## config.mk

```make
export PLATFORM = sky130hd
export DESIGN_NAME = mpc_h_vec_reader
export DESIGN_NICKNAME = d
export VERILOG_FILES = /design/src/rtl/mpc_h_pkg.sv /design/src/rtl/mpc_h_vec_out_stage.sv /design/src/rtl/mpc_h_vec_reader.sv
export SDC_FILE = /design/constraint.sdc
export NUM_CORES = 1
export LEC_CHECK = 0
export BUFFER_PORTS_ARGS = -buffer_cell sky130_fd_sc_hd__buf_4
export CAP_MARGIN = 20
export CORE_UTILIZATION = 42
export DETAILED_ROUTE_END_ITERATION = 16
export PLACE_DENSITY = 0.67
export REMOVE_ABC_BUFFERS = 1
export SLEW_MARGIN = 20
export SYNTH_ARGS = -nofsm -noshare
export SYNTH_HDL_FRONTEND = slang
export SYNTH_SLANG_ARGS = --single-unit
```

## constraint.sdc

```tcl
create_clock -name clk -period 2.6 [get_ports clk]
set_clock_uncertainty 0.05 [all_clocks]
set_input_delay 0.65 -clock clk [delete_from_list [all_inputs] [get_ports clk]]
set_output_delay 0.65 -clock clk [all_outputs]
set_load 0.01 [all_outputs]
```

## src/rtl/mpc_h_pkg.sv

```systemverilog
// ============================================================================
// mpc_h_pkg : shared types and default sizes for the h-vector RAM reader
// Revision  : 1.0
// ============================================================================
`default_nettype none

package mpc_h_pkg;

   localparam int H_DW    = 21;
   localparam int H_AW    = 5;
   localparam int H_DEPTH = 18;

   typedef enum logic [1:0] {
      IDLE  = 2'd0,
      RUN   = 2'd1,
      DRAIN = 2'd2
   } h_rd_state_t;

endpackage

`default_nettype wire

```

## src/rtl/mpc_h_vec_out_stage.sv

```systemverilog
// ============================================================================
// mpc_h_vec_out_stage : output register of the reader (S2) with valid/ready hold
// Revision            : 1.0
// ============================================================================
`default_nettype none

module mpc_h_vec_out_stage #(
   parameter int WIDTH = 21
) (
   input  logic             clk,
   input  logic             rst,
   input  logic             i_load,
   input  logic [WIDTH-1:0] i_data,
   input  logic             i_ready,
   output logic [WIDTH-1:0] o_data,
   output logic             o_valid
);

   logic [WIDTH-1:0] r_data;
   logic             r_valid;

   // The caller only asserts i_load when the register is empty or draining,
   // so a held beat is never overwritten.
   always_ff @(posedge clk) begin
      if (rst) begin
         r_data  <= '0;
         r_valid <= 1'b0;
      end else if (i_load) begin
         r_data  <= i_data;
         r_valid <= 1'b1;
      end else if (i_ready) begin
         r_valid <= 1'b0;
      end
   end

   assign o_data  = r_data;
   assign o_valid = r_valid;

endmodule

`default_nettype wire

```

## src/rtl/mpc_h_vec_reader.sv

```systemverilog
// ============================================================================
// mpc_h_vec_reader : circular burst reader of the h-vector RAM onto a stream
// Revision         : 1.0
// ============================================================================
`default_nettype none

module mpc_h_vec_reader
   import mpc_h_pkg::*;
#(
   parameter int DataWidth    = H_DW,
   parameter int AddressWidth = H_AW,
   parameter int AddressRange = H_DEPTH
) (
   input  logic                    clk,
   input  logic                    reset,
   input  logic                    start,
   input  logic [AddressWidth-1:0] base,
   input  logic [AddressWidth:0]   len,
   output logic [AddressWidth-1:0] address1,
   output logic                    ce1,
   input  logic [DataWidth-1:0]    q1,
   output logic [DataWidth-1:0]    m_tdata,
   output logic                    m_tvalid,
   input  logic                    m_tready,
   output logic                    m_tlast,
   output logic                    busy,
   output logic                    done,
   output logic                    err
);

   localparam logic [AddressWidth:0]   c_RANGE     = (AddressWidth+1)'(AddressRange);
   localparam logic [AddressWidth-1:0] c_LAST_ADDR = AddressWidth'(AddressRange - 1);
   localparam logic [AddressWidth:0]   c_ONE       = (AddressWidth+1)'(1);

   h_rd_state_t             r_state, w_state_nxt;
   logic [AddressWidth:0]   r_len, r_issued, r_sent;
   logic [AddressWidth-1:0] r_addr;
   logic                    r_s1v, r_done, r_err;

   logic w_cmd_ok, w_accept, w_reject;
   logic w_hs, w_move, w_reads_left, w_ce1, w_last_hs;

   assign w_cmd_ok     = (len != '0) && (len <= c_RANGE) && ({1'b0, base} < c_RANGE);
   assign w_accept     = (r_state == IDLE) && start && w_cmd_ok;
   assign w_reject     = (r_state == IDLE) && start && !w_cmd_ok;

   assign w_hs         = m_tvalid & m_tready;
   assign w_move       = r_s1v & (!m_tvalid | m_tready);
   assign w_reads_left = (r_issued != r_len);
   assign w_ce1        = (r_state == RUN) & w_reads_left & (!r_s1v | w_move);
   assign w_last_hs    = w_hs & (r_sent == r_len - c_ONE);

   always_comb begin
      w_state_nxt = r_state;
      case (r_state)
         IDLE:    if (w_accept) w_state_nxt = RUN;
         RUN:     if (w_ce1 && (r_issued + c_ONE == r_len)) w_state_nxt = DRAIN;
         DRAIN:   if (w_last_hs) w_state_nxt = IDLE;
         default: w_state_nxt = IDLE;
      endcase
   end

   always_ff @(posedge clk) begin
      if (reset) begin
         r_state  <= IDLE;
         r_len    <= '0;
         r_issued <= '0;
         r_sent   <= '0;
         r_addr   <= '0;
         r_s1v    <= 1'b0;
         r_done   <= 1'b0;
         r_err    <= 1'b0;
      end else begin
         r_state <= w_state_nxt;
         r_done  <= (r_state == DRAIN) && w_last_hs;
         r_err   <= w_reject;
         r_s1v   <= w_ce1 | (r_s1v & !w_move);
         if (w_accept) begin
            r_len    <= len;
            r_addr   <= base;
            r_issued <= '0;
            r_sent   <= '0;
         end else begin
            // Wrapping increment keeps the address in range without a modulo.
            if (w_ce1) begin
               r_issued <= r_issued + c_ONE;
               r_addr   <= (r_addr == c_LAST_ADDR) ? '0 : r_addr + 1'b1;
            end
            if (w_hs) r_sent <= r_sent + c_ONE;
         end
      end
   end

   mpc_h_vec_out_stage #(
      .WIDTH (DataWidth)
   ) u_out_stage (
      .clk     (clk),
      .rst     (reset),
      .i_load  (w_move),
      .i_data  (q1),
      .i_ready (m_tready),
      .o_data  (m_tdata),
      .o_valid (m_tvalid)
   );

   assign address1 = r_addr;
   assign ce1      = w_ce1;
   assign m_tlast  = m_tvalid & (r_sent == r_len - c_ONE);
   assign busy     = (r_state != IDLE);
   assign done     = r_done;
   assign err      = r_err;

endmodule

`default_nettype wire

```

==> flow_summary_export.csv <==
group,metric,value,unit
outcome,status,"complete, but fails checks",
outcome,violations,"setup timing",
global_routing,antenna_found_initial,0,
synthesis,mappedNetlistArea,2420,µm²
global_routing,grt_pass1_wl,9.24,mm
final_layout,utilization,0.586,
die,fp.dieW,78.0,µm
power,vdd_ir_drop_max,0.000350,V
sta,finalCritPeriodShare,1.03,
sta,max_slew.worst_pin.slew,0.477,ns
sta,fin_setup_tns,-0.0680,ns
critical_path,endpoint_kind,"primary output",
final_layout,area_growth,33.9,%
routing,post_drt_wl_per_cell,13.1,µm
power,power.switching,0.000348,W
clock_network,numClockSinks,50,
synthesis,async_flop_share,0,
power,clockPowerShare,0.366,
power,power.share.combinational,0.107,
power,powerDensity,458,nW/µm²
global_routing,track_usage,0.194,
power,p_seq_frac,0.527,
routing,drt-total-wl,5.76,mm
critical_path,critPathSlowestCell,"dfxtp_4",
routing,remaining_drc_errors,0,
power,p_leak,1.32,nW
power,internal-power,0.00114,W
clock_network,root_buffer,"clkbuf_8",
synthesis,synth_edf_count,0,
place,dp_hpwl,4.12,mm
sta,maxSlewHeadroom,0.680,
global_routing,gr-total-overflow,0,
critical_path,worstSetupStartpointType,"flop",
critical_path,path_max_fanout,4,
die,die_y,78.0,µm
die,rows,27,
critical_path,worstPathCellList,"inv_2, ha_4, o21bai_1, o2bb2ai_2, a2111oi_4, buf_4, and3_4, buf_6",
final_layout,diodes,0,
final_layout,layout.nets,408,
die,ios,68,
sta,max_freq,375,MHz
critical_path,crit_arrival,1.97,ns
critical_path,cp.required,1.90,ns
worst_hold_path,min_path_type,"flop to flop",
clock_network,htreeDepth,2,
sta,slew_violations,0,
synthesis,synth-main-ff-cell,"dfxtp_1",
clock_network,cts_tree,"built",
die,die-area,6080,µm²
sta,setup_viol,1,
synthesis,synth-seq-cells,50,
routing,drtAntennaViolNets,0,
place,gp_congestion,0.871,
power,swShare,0.234,
sta,hold_violations,0,
synthesis,yosysUniqueCellTypes,48,
sta,period_needed,2.67,ns
clock_network,cts-buffers-inserted,5,
power,power,0.00149,W
synthesis,ys_warn_count,0,
synthesis,syn_avg_cell_area,8.28,µm²
sta,setup_slack,-0.0680,ns
routing,vias_per_cell,5.07,
critical_path,crit_type,"flop to primary output",
clock_network,path_clk_slew,0.09,ns
die,coreArea,5540,µm²
routing,drt_iter0_markers,153,
routing,routed-via-count,2231,
clock_network,clock_latency,0.30,ns
final_layout,layout-drive-gt1-share,0.293,
job,timing.max_cap.violations,0,
synthesis,synth_cells,293,
die,start_util,0.438,
clock_network,clockBufferDepth,2,
synthesis,seq_area_frac_synth,0.413,
critical_path,max_stage_delay,0.38,ns
global_routing,grt_max_degree,39,
sta,rsz0062_at_grt,"yes",
global_routing,grt_pass1_vias,2034,
place,port_buffers,67,
routing,drtPass1Iterations,4,
-- worst max-delay path: cells and delay by family, from the launching register on --
family                     cells  cell delay (ns)
adders and majority gates      1             0.17
buffers and inverters          3             0.30
AOI/OAI and AO/OA              3             0.64
and+or+nand+nor                1             0.17
DFF                            1             0.38
-- path summary, 6_finish.rpt --
kind                                from                     end  slack [ns]  cells past startpoint
setup / recovery                r_len[0]                 m_tlast       -0.07                      8
hold / removal    u_out_stage.o_data[18]  u_out_stage.o_data[18]        0.41                      2
setup reg to reg                r_len[0]              r_state[1]        0.52                     10
hold reg to reg   u_out_stage.o_data[18]  u_out_stage.o_data[18]        0.41                      2
-- cell usage after synthesis (3+ instances only) --
library cell,count,share of area
nor3_1,4,0.0083
xor2_1,10,0.036
a21oi_1,29,0.060
nand3b_1,3,0.0093
mux2i_1,5,0.021
nor2_1,29,0.045
nand3_1,5,0.010
a31oi_1,3,0.0077
inv_1,8,0.012
a211oi_1,3,0.0093
dfxtp_1,50,0.41
ha_1,5,0.026
xnor2_1,15,0.054
nand2b_1,3,0.0077
nand4_1,4,0.010
and3_1,5,0.013
nor2b_1,4,0.010
nand2_1,59,0.091
clkbuf_1,9,0.014
a211o_1,3,0.011
buf_2,3,0.0062
-- cells in the final DEF (no fill, tap or decap), types with 3 or more instances in the layout --
cell type / netlist / final
buf_4: 2 / 80
nor3_1: 4 / 3
xnor2_1: 15 / 13
a211oi_1: 3 / 3
a21oi_1: 29 / 29
nand2_1: 59 / 59
and3_1: 5 / 4
mux2i_1: 5 / 5
nand2b_1: 3 / 3
ha_1: 5 / 4
nand3_1: 5 / 5
nor2_1: 29 / 29
nand4_1: 4 / 4
clkbuf_8: 0 / 5
inv_1: 8 / 6
xor2_1: 10 / 10
a31oi_1: 3 / 3
nor2b_1: 4 / 4
nand3b_1: 3 / 3
a211o_1: 3 / 3
dfxtp_1: 50 / 47
-- per-stage QoR --
step / area [µm²] / hold WS (ns) / setup WS (ns) / instances
2_1_floorplan: 2360 / 0.396 / 0.245 / 279
3_3_place_gp: 3030 / 0.392 / 0.109 / 428
3_5_place_dp: 3030 / 0.397 / 0.0278 / 428
4_1_cts: 3190 / 0.410 / 0.00921 / 438
5_1_grt: 3250 / 0.426 / -0.158 / 440
6_report: 3250 / 0.408 / -0.0680 / 440
-- state kept, by name (all words and copies together), names as in the netlist --
register             cells
u_out_stage.o_valid      1
r_len                    6
r_issued                 6
r_state                  2
r_s1v                    1
r_sent                   6
err                      1
u_out_stage.o_data      21
done                     1
address1                 5
-- final cells by class --
type / count / area, µm²
fill: 535 / 2290
clock buffer: 5 / 68.8
tap: 72 / 90.1
inverter: 8 / 30.0
timing repair buffer: 81 / 612
clock inverter: 3 / 40.0
multi-input combinational: 221 / 1400
sequential: 50 / 1010
-- power by group through the flow --
stage | Combinational [W] | Clock (W) | Sequential [W]
2_1_floorplan | 0.0000620 | 0 | 0.000805
3_3_place_gp | 0.000148 | 0 | 0.000803
3_5_place_dp | 0.000149 | 0 | 0.000803
4_1_cts | 0.000154 | 0.000564 | 0.000784
5_1_grt | 0.000172 | 0.000603 | 0.000787
6_report | 0.000159 | 0.000545 | 0.000785
-- kinds of logic (layout without fill, tap and decap cells) --
group,after synthesis,count (layout),share of synthesized area
AND/OR/NAND/NOR,130,130,0.257
AO/OA/AOI/OAI,56,56,0.155
flip-flops,50,50,0.413
XOR/XNOR,25,25,0.0903
buffers and inverters,22,97,0.0387
adder cells (fa/ha/maj),5,5,0.0258
multiplexers,5,5,0.0206
-- what timing repair did --
item / CTS / global route
pin swaps: 4 / 2
hold buffers: 0 / 0
gates resized for setup: 13 / 5
endpoints found under the setup margin: 1 / 1
cloned: 0 / 0
buffers inserted: 2 / 2
-- layer usage --
metal | part of all wire | track usage | vias to the layer above
met5 | 0 | 0 | -
met4 | 0.014 | 0.0926 | 0
met3 | 0.041 | 0.0400 | 8
met2 | 0.48 | 0.300 | 48
met1 | 0.47 | 0.257 | 1025
li1 | - | - | 1150
(Power assumes the default switching activity.)
